==> src/rtl/systolic_pkg.sv <==
// Shared types and default configuration for the systolic matrix multiplier driver.
package systolic_pkg;

    localparam int unsigned SIZE_DEF    = 3;
    localparam int unsigned WIDTHX_DEF  = 4;
    localparam int unsigned WIDTH_DEF   = 16;
    localparam int unsigned TIMEOUT_DEF = 64;

    // Counter width helper; never returns zero so single-element configs stay legal
    function automatic int unsigned clog2_min1(input int unsigned n);
        return (n > 1) ? $clog2(n) : 1;
    endfunction

    localparam int unsigned ELEMS = SIZE_DEF * SIZE_DEF;
    localparam int unsigned IDX_W = clog2_min1(ELEMS);
    localparam int unsigned TMR_W = clog2_min1(TIMEOUT_DEF + 1);

    typedef logic [2:0] state_t;

    localparam state_t S_LOAD_A   = 3'd0;
    localparam state_t S_LOAD_B   = 3'd1;
    localparam state_t S_LAUNCH   = 3'd2;
    localparam state_t S_WAIT_RDY = 3'd3;
    localparam state_t S_SETTLE   = 3'd4;
    localparam state_t S_CAPTURE  = 3'd5;
    localparam state_t S_DRAIN    = 3'd6;

endpackage

==> src/rtl/systolic_matmul_driver_matrix_serializer.sv <==
// Result register bank streamed out row-major over valid/ready with a last flag.
module matrix_serializer
    import systolic_pkg::*;
#(
    parameter int unsigned WIDTH   = WIDTH_DEF,
    parameter int unsigned ELEMS_P = ELEMS,
    parameter int unsigned IDX_WP  = IDX_W
) (
    input  logic                            clock,
    input  logic                            reset,
    input  logic                            load,
    input  logic [ELEMS_P-1:0][WIDTH-1:0]   data,
    input  logic                            out_ready,
    output logic                            out_valid,
    output logic [WIDTH-1:0]                out_data,
    output logic                            out_last,
    output logic                            done_c
);

    localparam logic [IDX_WP-1:0] IDX_LAST = IDX_WP'(ELEMS_P - 1);

    logic [ELEMS_P-1:0][WIDTH-1:0] res_q;
    logic [IDX_WP-1:0]             idx_q;
    logic [IDX_WP-1:0]             idx_nxt_c;
    logic                          valid_q;
    logic                          last_q;
    logic [WIDTH-1:0]              data_q;
    logic                          fire_c;

    assign fire_c    = valid_q && out_ready;
    assign done_c    = fire_c && (idx_q == IDX_LAST);
    assign idx_nxt_c = idx_q + IDX_WP'(1);

    // Output element and flags only move on a handshake, so backpressure holds them
    always_ff @(posedge clock or posedge reset) begin
        if (reset) begin
            res_q   <= '0;
            idx_q   <= '0;
            valid_q <= 1'b0;
            last_q  <= 1'b0;
            data_q  <= '0;
        end else if (load) begin
            res_q   <= data;
            idx_q   <= '0;
            valid_q <= 1'b1;
            data_q  <= data[0];
            last_q  <= (ELEMS_P == 1);
        end else if (fire_c) begin
            if (idx_q == IDX_LAST) begin
                idx_q   <= '0;
                valid_q <= 1'b0;
                last_q  <= 1'b0;
            end else begin
                idx_q   <= idx_nxt_c;
                data_q  <= res_q[idx_nxt_c];
                last_q  <= (idx_nxt_c == IDX_LAST);
            end
        end
    end

    assign out_valid = valid_q;
    assign out_data  = data_q;
    assign out_last  = last_q;

endmodule

==> src/rtl/systolic_matmul_driver.sv <==
// Initiator front end: loads A then B from an element stream, launches the multiplier,
// waits (bounded) for completion and streams the captured product out row-major.
module systolic_matmul_driver
    import systolic_pkg::*;
#(
    parameter int unsigned WIDTH   = WIDTH_DEF,
    parameter int unsigned SIZE    = SIZE_DEF,
    parameter int unsigned WIDTHx  = WIDTHX_DEF,
    parameter int unsigned TIMEOUT = TIMEOUT_DEF
) (
    input  logic                                 clock,
    input  logic                                 reset,
    input  logic                                 in_valid,
    output logic                                 in_ready,
    input  logic [WIDTHx-1:0]                    in_data,
    output logic                                 mm_valid_o,
    output logic [SIZE-1:0][SIZE-1:0][WIDTHx-1:0] mm_a_o,
    output logic [SIZE-1:0][SIZE-1:0][WIDTHx-1:0] mm_b_o,
    input  logic                                 mm_ready_i,
    input  logic [SIZE-1:0][SIZE-1:0][WIDTH-1:0] mm_product_i,
    output logic                                 out_valid,
    input  logic                                 out_ready,
    output logic [WIDTH-1:0]                     out_data,
    output logic                                 out_last,
    output logic                                 err_o
);

    localparam int unsigned N_EL = SIZE * SIZE;
    localparam int unsigned IW   = clog2_min1(N_EL);
    localparam int unsigned TW   = clog2_min1(TIMEOUT + 1);

    localparam logic [IW-1:0] IDX_LAST = IW'(N_EL - 1);
    localparam logic [TW-1:0] TMR_LAST = TW'(TIMEOUT - 1);

    state_t                     state_q;
    state_t                     state_d;
    logic [IW-1:0]              idx_q;
    logic [TW-1:0]              tmr_q;
    logic [N_EL-1:0][WIDTHx-1:0] a_q;
    logic [N_EL-1:0][WIDTHx-1:0] b_q;
    logic                       in_ready_q;
    logic                       mm_valid_q;
    logic                       err_q;

    logic                       accept_c;
    logic                       idx_last_c;
    logic                       timeout_c;
    logic                       capture_c;
    logic                       drain_done_c;

    always_ff @(posedge clock or posedge reset) begin
        if (reset) begin
            state_q <= S_LOAD_A;
        end else begin
            state_q <= state_d;
        end
    end

    // Next state; mm_ready_i is only looked at while waiting and beats the timeout
    always_comb begin
        state_d    = state_q;
        timeout_c  = 1'b0;
        accept_c   = in_ready_q && in_valid;
        idx_last_c = (idx_q == IDX_LAST);
        capture_c  = (state_q == S_CAPTURE);
        case (state_q)
            S_LOAD_A:   if (accept_c && idx_last_c) state_d = S_LOAD_B;
            S_LOAD_B:   if (accept_c && idx_last_c) state_d = S_LAUNCH;
            S_LAUNCH:   state_d = S_WAIT_RDY;
            S_WAIT_RDY: begin
                if (mm_ready_i) begin
                    state_d = S_SETTLE;
                end else if (tmr_q == TMR_LAST) begin
                    timeout_c = 1'b1;
                    state_d   = S_LOAD_A;
                end
            end
            S_SETTLE:   state_d = S_CAPTURE;
            S_CAPTURE:  state_d = S_DRAIN;
            S_DRAIN:    if (drain_done_c) state_d = S_LOAD_A;
            default:    state_d = S_LOAD_A;
        endcase
    end

    // Load-side datapath, launch pulse, timer and sticky error
    always_ff @(posedge clock or posedge reset) begin
        if (reset) begin
            idx_q      <= '0;
            tmr_q      <= '0;
            a_q        <= '0;
            b_q        <= '0;
            in_ready_q <= 1'b0;
            mm_valid_q <= 1'b0;
            err_q      <= 1'b0;
        end else begin
            in_ready_q <= (state_d == S_LOAD_A) || (state_d == S_LOAD_B);
            mm_valid_q <= (state_d == S_LAUNCH);

            if (state_d != state_q) begin
                idx_q <= '0;
            end else if (accept_c) begin
                idx_q <= idx_q + IW'(1);
            end

            if (accept_c && (state_q == S_LOAD_A)) a_q[idx_q] <= in_data;
            if (accept_c && (state_q == S_LOAD_B)) b_q[idx_q] <= in_data;

            if (state_q == S_LAUNCH) begin
                tmr_q <= '0;
            end else if (state_q == S_WAIT_RDY) begin
                tmr_q <= tmr_q + TW'(1);
            end

            if (timeout_c) err_q <= 1'b1;
        end
    end

    matrix_serializer #(
        .WIDTH   (WIDTH),
        .ELEMS_P (N_EL),
        .IDX_WP  (IW)
    ) u_serializer (
        .clock     (clock),
        .reset     (reset),
        .load      (capture_c),
        .data      (mm_product_i),
        .out_ready (out_ready),
        .out_valid (out_valid),
        .out_data  (out_data),
        .out_last  (out_last),
        .done_c    (drain_done_c)
    );

    assign in_ready   = in_ready_q;
    assign mm_valid_o = mm_valid_q;
    assign mm_a_o     = a_q;
    assign mm_b_o     = b_q;
    assign err_o      = err_q;

endmodule

==> config.mk <==
export PLATFORM = sky130hd
export DESIGN_NAME = systolic_matmul_driver
export DESIGN_NICKNAME = d
export VERILOG_FILES = /design/src/rtl/systolic_pkg.sv /design/src/rtl/systolic_matmul_driver_matrix_serializer.sv /design/src/rtl/systolic_matmul_driver.sv
export SDC_FILE = /design/constraint.sdc
export NUM_CORES = 1
export LEC_CHECK = 0
export BUFFER_PORTS_ARGS = -buffer_cell sky130_fd_sc_hd__buf_2
export CAP_MARGIN = 30
export CORE_MARGIN = 3
export CORE_UTILIZATION = 45
export DETAILED_ROUTE_END_ITERATION = 8
export GPL_TIMING_DRIVEN = 1
export PLACE_DENSITY = 0.68
export SYNTH_ARGS = -nofsm -noshare
export SYNTH_HDL_FRONTEND = slang
export SYNTH_HIERARCHICAL = 1
export SYNTH_SLANG_ARGS = --single-unit
==> constraint.sdc <==
create_clock -name clock -period 10.8 [get_ports clock]
set_clock_uncertainty 0.15 [all_clocks]
set_input_delay 0.54 -clock clock [delete_from_list [all_inputs] [get_ports clock]]
set_output_delay 0.54 -clock clock [all_outputs]
set_load 0.01 [all_outputs]
==> Flow_metrics.wiki, run 1 <==
{| class="wikitable"
! Metric !! Value
|-
| Post-CTS Setup Inserts || 0
|-
| Number of instances resized during post-cts repair || 0
|-
| Sum of net half-perimeters after detailed placement || around 19000 um
|-
| Sink count of the clock tree || 255
|-
| Reg power frac || 0.378
|-
| Sequential share of the synthesized area || 0.561
|-
| Fraction of the cycle the final worst path needs || 0.325
|-
| WHS || just over 0.08 ns
|-
| Internal power component || 2.79 mW
|-
| Maximum fanout count along the critical path || 72
|-
| RSZ-0062 raised after global routing || no
|-
| Number of global-route vias before repair || ~7.6k
|-
| Unique cell type count in the Yosys netlist || 50
|-
| Synthesized flop and latch total || 255
|-
| Number of warnings issued by yosys || 6
|-
| Largest net degree at the start of global routing || 86
|-
| Synthesized area divided by synthesized cell count || 14.4 um^2
|-
| Startpoint Class || register
|-
| Crit path max-delay family || buffers and inverters
|-
| NetSw || 1.39 mW
|-
| Leakage power of the design || 6.40 nW
|-
| Number of placement rows || 57
|-
| Fill cells || 2092
|-
| Largest buffer count on any clock path || 3
|-
| Wire length of the first global-routing pass || ~43000 um
|-
| Start-to-end type of the worst setup path || register to register
|-
| Share of cells above drive strength 1 || 0.539
|-
| Peak supply drop || 0.173 mV
|-
| Number of CTS-inserted buffers || 28
|-
| Critical Path Slowest Stage Cell || sky130_fd_sc_hd__buf_4
|-
| Number of levels in the clock H-tree || 1
|-
| Die Wd || between 150 and 200 um
|-
| Initial antenna violation count || 16
|-
| Fin nets || 1187
|-
| Max-Slew Margin vs Limit || 0.331
|-
| Final setup violation count || 0
|-
| Number of iterations in the first detailed-routing pass || 5
|-
| Total Routing Usage GR || 0.204
|-
| Comb power frac || 0.394
|-
| Synthesized net count || 950
|-
| Starting Density || 0.462
|-
| Number of I/O pins || 246
|-
| Combined buffer and inverter count along the critical path || 2
|-
| Cell-by-cell listing of the critical path || and3b_4 > buf_4 > buf_4 > mux2_2
|-
| Final hold violation count || 0
|-
| Cells after Synth || between 700 and 800
|-
| Pwr dens || 302 nW/um^2
|-
| Reg clk slew, reported paths || 0.06 ns
|-
| Number of enable flip-flop cells after synthesis || 0
|-
| Latest clock arrival within the worst-skew pair || 0.54 ns
|-
| Max-capacitance violation count || 0
|-
| Root buffer cell || sky130_fd_sc_hd__clkbuf_16
|-
| Outcome || complete, no violations
|-
| Gr ovfl total || 0
|-
| Port buffer count || 245
|-
| Top cell by count, worst path || sky130_fd_sc_hd__buf_4
|-
| Path type of the worst min-delay path || input pin to register
|-
| Core ar. || 24600 um^2
|-
| Chip height || about 160 um
|-
| Antenna-violating nets left || 0
|-
| Minimum clock period after layout || 3.51 ns
|-
| Leading cell types in the layout, fill and taps excluded || 254 x sky130_fd_sc_hd__dfrtp_1, 245 x sky130_fd_sc_hd__buf_2, 214 x sky130_fd_sc_hd__mux2_2, 32 x sky130_fd_sc_hd__nand2_1, 32 x sky130_fd_sc_hd__mux4_2
|-
| Via count normalized by instance count || roughly 5.5
|-
| Proportion of synthesized flip-flops having asynchronous set or reset || 1.00
|-
| Measured slew at the worst slew-check pin || 1.00 ns
|-
| Final routed wire length divided by cell count || a little over 20 um
|-
| Switching share of power || 0.333
|-
| Detailed-route DRC error count || 0
|-
| Most common cell after layout, fill and taps aside || sky130_fd_sc_hd__dfrtp_1
|-
| Setup total negative slack || 0 ns
|-
| RePlAce Congestion || 0.802
|-
| Layout overhead on the synthesized area || 21.7%
|-
| Overall routed net length || 28000 um
|-
| CTS tree || built
|-
| Slew Limit Fails || 0
|-
| CP Capture Type || register
|-
| Total number of vias || 7505
|-
| Clock share of power || 0.228
|-
| Predominant post-synthesis flop cell || sky130_fd_sc_hd__dfrtp_1
|-
| Cell area after technology mapping || 11400 um^2
|-
| CP Data Arrival Time || 3.78 ns
|-
| Highest attainable clock frequency || 285 MHz
|-
| Largest stage delay on the critical path || 0.84 ns
|-
| Required time at the worst-slack endpoint || 11.07 ns
|-
| Overall die area || 27200 um^2
|-
| Initial DRC count || 430
|}
-- metrics by stage --
step | setup WS [ns] | cell area, um^2 | power (mW) | cells | utilization
2_1_floorplan | 5.62 | 11400 | 2.78 | 789 | -
3_3_place_gp | 7.29 | 12800 | 3.20 | 1317 | 0.521
3_5_place_dp | 7.28 | 12900 | 3.25 | 1318 | 0.523
4_1_cts | 7.24 | 13800 | 4.22 | 1368 | 0.561
5_1_grt | 7.03 | 13800 | 4.44 | 1372 | 0.562
6_report | 7.29 | 13800 | 4.18 | 1373 | 0.563
-- layout make-up --
cell class	count	area, um^2	area share
well taps	324	405	0.0293
clock inverters	5	55.1	0.00398
inverters	13	55.1	0.00398
multi-input cells	473	4710	0.340
flip-flops and latches	255	6380	0.461
diodes	4	10.0	0.000723
clock buffers	44	882	0.0637
repair buffers	255	1340	0.0971
-- power by group through the flow --
stage	Combinational, mW	Sequential (mW)	Clock (mW)
5_1_grt	1.79	1.63	1.02
6_report	1.65	1.58	0.953
3_3_place_gp	1.63	1.57	0
3_5_place_dp	1.66	1.59	0
4_1_cts	1.67	1.58	0.975
2_1_floorplan	1.24	1.55	0
-- worst reg2reg max path: stages, from the launching register on --
cell and delay [ns]:
sky130_fd_sc_hd__dfrtp_1 0.63, sky130_fd_sc_hd__and3b_4 0.52, sky130_fd_sc_hd__buf_4 0.78, sky130_fd_sc_hd__buf_4 0.86, sky130_fd_sc_hd__mux2_2 0.46
-- Yosys cell counts, drive strengths merged (4+ instances only) --
library cell  instances  area (um^2)
o211ai               19          143
inv                  12         45.0
nand2                32          120
o22ai                16          100
clkbuf               17         65.1
buf                  31          173
nand2b                5         31.3
dfrtp               255         6380
mux4                 32          721
nor3                  8         40.0
a221oi               16          140
nand3                 8         40.0
nor3b                16          120
a21oi                 4         23.8
mux2i                17          170
mux2                216         2430
ha                    8          100
o21ai                14         70.1
nor2                 28          105
-- sequential cells by signal, summed over array words and instances (netlist names) --
name / count
u_serializer/out_data: 16
err_o: 1
idx_q: 4
u_serializer/out_last: 1
mm_a_o: 36
mm_valid_o: 1
u_serializer/out_valid: 1
mm_b_o: 36
u_serializer/res_q: 144
u_serializer/idx_q: 4
state_q: 3
tmr_q: 7
in_ready: 1
-- worst paths after layout --
path                                  start                      to  slack, ns  cells past startpoint
setup / recovery                 state_q[0]  u_serializer/res_q[88]       7.29                      4
setup reg to reg                 state_q[0]  u_serializer/res_q[88]       7.29                      4
hold reg to reg                       err_o                   err_o       0.31                      1
min in group asynchronous             reset                tmr_q[0]       0.40                      3
hold / removal             mm_product_i[36]  u_serializer/res_q[36]       0.08                      2
max in group asynchronous             reset  u_serializer/res_q[22]       8.68                      5
-- per-layer routing --
layer  up-vias  part of all wire  global-route usage
met5         -            0.0049                   0
met4        24             0.027              0.0576
met3        67             0.076              0.0657
met2       228              0.48               0.328
met1      3785              0.41               0.267
li1       3401                 -                   -
-- cell families after synthesis --
family	after synthesis	share of synthesized area
AO/OA/AOI/OAI	82	0.0539
XOR/XNOR	6	0.00594
adder cells (fa/ha/maj)	8	0.00881
buffers and inverters	61	0.0252
flip-flops	255	0.561
multiplexers	265	0.292
AND/OR/NAND/NOR	112	0.0525
-- what timing repair did --
item,in CTS,in global routing
hold endpoints to repair,12,0
setup endpoints to repair,0,0
hold buffers,1,0
No activity file was read; power rests on OpenSTA's default activity.
==> run 2: changes to the inputs <==
==> constraint.sdc (replaced) <==
create_clock -name clock -period 3.5 [get_ports clock]
set_clock_uncertainty 0.15 [all_clocks]
set_input_delay 0.175 -clock clock [delete_from_list [all_inputs] [get_ports clock]]
set_output_delay 0.175 -clock clock [all_outputs]
set_load 0.01 [all_outputs]
==> run 2 against run 1 <==
Non-clock buffer count is 153 higher. Sequential power increased to 3.1 times the previous value. Design area grew 12%. Via count up 8.4%. Die area is the same. Register-to-register slack worse by 6.6 ns. First-iteration DRC count shrank 3.0%. Critical endpoint is now u_serializer/out_data[0]. Critical path type unchanged.
==> Flow_metrics.wiki, run 2 (synthesized netlist as in run 1, its figures left out) <==
{| class="wikitable"
! Metric !! Value
|-
| Chip height || 165 um (unchanged)
|-
| Starting Density || 0.462 (unchanged)
|-
| Internal power component || 8.93 mW (+220%)
|-
| Most common cell after layout, fill and taps aside || sky130_fd_sc_hd__dfrtp_1
|-
| Final routed wire length divided by cell count || 19.8 um (-2.9%)
|-
| Root buffer cell || sky130_fd_sc_hd__clkbuf_16
|-
| Setup total negative slack || 0 ns (unchanged)
|-
| Latest clock arrival within the worst-skew pair || 0.54 ns (about the same)
|-
| Core ar. || 24600 um^2 (unchanged)
|-
| Final Worst Setup Slack || 0.722 ns (-6.57 ns)
|-
| Max-Slew Margin vs Limit || 0.325 (-0.00619)
|-
| Global-route track usage on met1 || 0.279 (+0.0119)
|-
| Highest attainable clock frequency || 360 MHz (+26%)
|-
| Initial DRC count || 417 (-3.0%)
|-
| Share of cells above drive strength 1 || 0.478 (-0.0609)
|-
| Path type of the worst min-delay path || input pin to register
|-
| Largest buffer count on any clock path || 3 (unchanged)
|-
| CP Data Arrival Time || 3.04 ns (-0.74 ns)
|-
| Outcome || complete, no violations
|-
| Initial antenna violation count || 3 (-13)
|-
| Number of CTS-inserted buffers || 27 (-3.6%)
|-
| Required time at the worst-slack endpoint || 3.76 ns (-7.31 ns)
|-
| Clock share of power || 0.239 (+0.011)
|-
| Peak supply drop || 0.520 mV (+200%)
|-
| Overall die area || 27200 um^2 (unchanged)
|-
| Layout overhead on the synthesized area || 35.8%
|-
| Overall routed net length || 30200 um (+7.9%)
|-
| Sum of net half-perimeters after detailed placement || 19600 um (+1.5%)
|-
| Die Wd || 165 um (unchanged)
|-
| Met3 layer usage reported by global route || 0.0451 (-0.0206)
|-
| Start-to-end type of the worst setup path || register to register
|-
| Sink count of the clock tree || 255 (unchanged)
|-
| RSZ-0062 raised after global routing || no
|-
| Switching share of power || 0.331 (-0.00159)
|-
| Fill cells || 1825 (-13%)
|-
| Largest net degree at the start of global routing || 63 (-27%)
|-
| Slew Limit Fails || 0 (unchanged)
|-
| Reg power frac || 0.367 (-0.011)
|-
| Number of iterations in the first detailed-routing pass || 5 (unchanged)
|-
| Detailed-route DRC error count || 0 (unchanged)
|-
| Global routing's busiest layer || met2
|-
| Fin nets || 1339 (+13%)
|-
| Number of global-route vias before repair || 8633 (+14%)
|-
| Startpoint Class || register
|-
| GR Util met2 || 0.389 (+0.0608)
|-
| Max-capacitance violation count || 0 (unchanged)
|-
| Final hold violation count || 0 (unchanged)
|-
| Antenna-violating nets left || 0 (unchanged)
|-
| Comb power frac || 0.394 (about the same)
|-
| Minimum clock period after layout || 2.78 ns (-0.731 ns)
|-
| Leakage power of the design || 7.05 nW (+10%)
|-
| Number of placement rows || 57 (unchanged)
|-
| Total number of vias || 8136 (+8.4%)
|-
| Number of I/O pins || 246 (unchanged)
|-
| Maximum fanout count along the critical path || 36 (-50%)
|-
| Reg clk slew, reported paths || 0.07 ns (about the same)
|-
| CP Capture Type || register
|-
| Worst setup slack before clock tree synthesis || 0.746 ns (-6.53 ns)
|-
| RePlAce Congestion || 0.782 (-2.4%)
|-
| Port buffer count || 245 (unchanged)
|-
| Leading cell types in the layout, fill and taps excluded || 254 x sky130_fd_sc_hd__dfrtp_1, 245 x sky130_fd_sc_hd__buf_2, 214 x sky130_fd_sc_hd__mux2_2, 150 x sky130_fd_sc_hd__dlygate4sd3_1
|-
| Via count normalized by instance count || 5.33 (-2.5%)
|-
| Fraction of the cycle the final worst path needs || 0.794 (+0.469)
|-
| Flip-flop count of the largest register, all copies and words added || 144 (unchanged)
|-
| Gr ovfl total || 0 (unchanged)
|-
| Register with the highest flop count || u_serializer/res_q
|-
| Pwr dens || 865 nW/um^2 (+190%)
|-
| Final setup violation count || 0 (unchanged)
|-
| Measured slew at the worst slew-check pin || 1.01 ns (+0.00929 ns)
|-
| Number of instances resized during post-cts repair || 0 (unchanged)
|-
| CTS tree || built
|-
| NetSw || 4.43 mW (+220%)
|-
| Number of levels in the clock H-tree || 1 (unchanged)
|-
| Wire length of the first global-routing pass || 47600 um (+10%)
|-
| Total Routing Usage GR || 0.223 (+0.0185)
|-
| WHS || 0.0373 ns (-0.0434 ns)
|}
run 2: changes by cell type in the layout (fill, tap and decap cells not counted), sizes merged, moves of 2 or more:
cell / previous run / this run
dlygate4sd3: 1 / 150
buf: 254 / 258
clkinv: 4 / 6
bufinv: 1 / 7
clkbuf: 44 / 29
clkinvlp: 2 / 10
run 2: routing by layer:
layer	vias up	wire length (um)
li1	3710	-
met1	4090	12100
met2	273	15500
met3	63	1800
met4	0	888
met5	-	0
run 2: power by group through the flow:
stage,combinational (mW),sequential [mW],clock [mW]
after floorplan,3.82,4.78,0
after global placement,5.03,4.87,0
after detailed placement,5.14,4.92,0
after CTS,5.29,4.88,3.26
after global routing,5.72,5.03,3.38
final,5.26,4.89,3.20
run 2: critical path, cell delays in order, from the launching register on:
cell and delay (ns):
sky130_fd_sc_hd__dfrtp_1 0.61, sky130_fd_sc_hd__and3b_4 0.64, sky130_fd_sc_hd__nand2b_1 0.66, sky130_fd_sc_hd__nor3b_1 0.12, sky130_fd_sc_hd__a221oi_1 0.33, sky130_fd_sc_hd__o22ai_1 0.13
run 2: stage by stage:
| stage | utilization | cells | power (mW) | cell area (um^2) |
|---|---|---|---|---|
| final | 0.628 | 1526 | 13.4 | 15400 |
| after global routing | 0.628 | 1526 | 14.1 | 15400 |
| after CTS | 0.626 | 1521 | 13.4 | 15400 |
| after detailed placement | 0.524 | 1322 | 10.1 | 12900 |
| after global placement | 0.524 | 1322 | 9.90 | 12900 |
| after floorplan | - | 789 | 8.59 | 11400 |
run 2: path summary, 6_finish.rpt:
path                            slack (ns)  startpoint                  endpoint  cells after the start
worst min register to register        0.31       err_o                     err_o                      1
worst min-delay path                  0.04  in_data[0]                mm_a_o[28]                      2
worst max-delay path                  0.72  state_q[0]  u_serializer/out_data[0]                      5
min in group asynchronous             0.59       reset                  idx_q[3]                      4
worst max register to register        0.72  state_q[0]  u_serializer/out_data[0]                      5
max in group asynchronous             1.34       reset     u_serializer/res_q[5]                      5
run 2: area by class of cell:
type	count	area (um^2)	share of cell area
antenna	3	7.51	0.000486
multi-input combinational	473	4710	0.305
clock buffer	29	703	0.0455
tap	324	405	0.0263
clock inverter	21	310	0.0201
inverter	13	53.8	0.00348
sequential	255	6380	0.413
timing repair buffer	408	2870	0.186
run 2: timing repair:
action                                 in CTS  in global routing
hold buffers                              149                  1
endpoints found under the hold margin     253                  1
buffers inserted                            0                  0
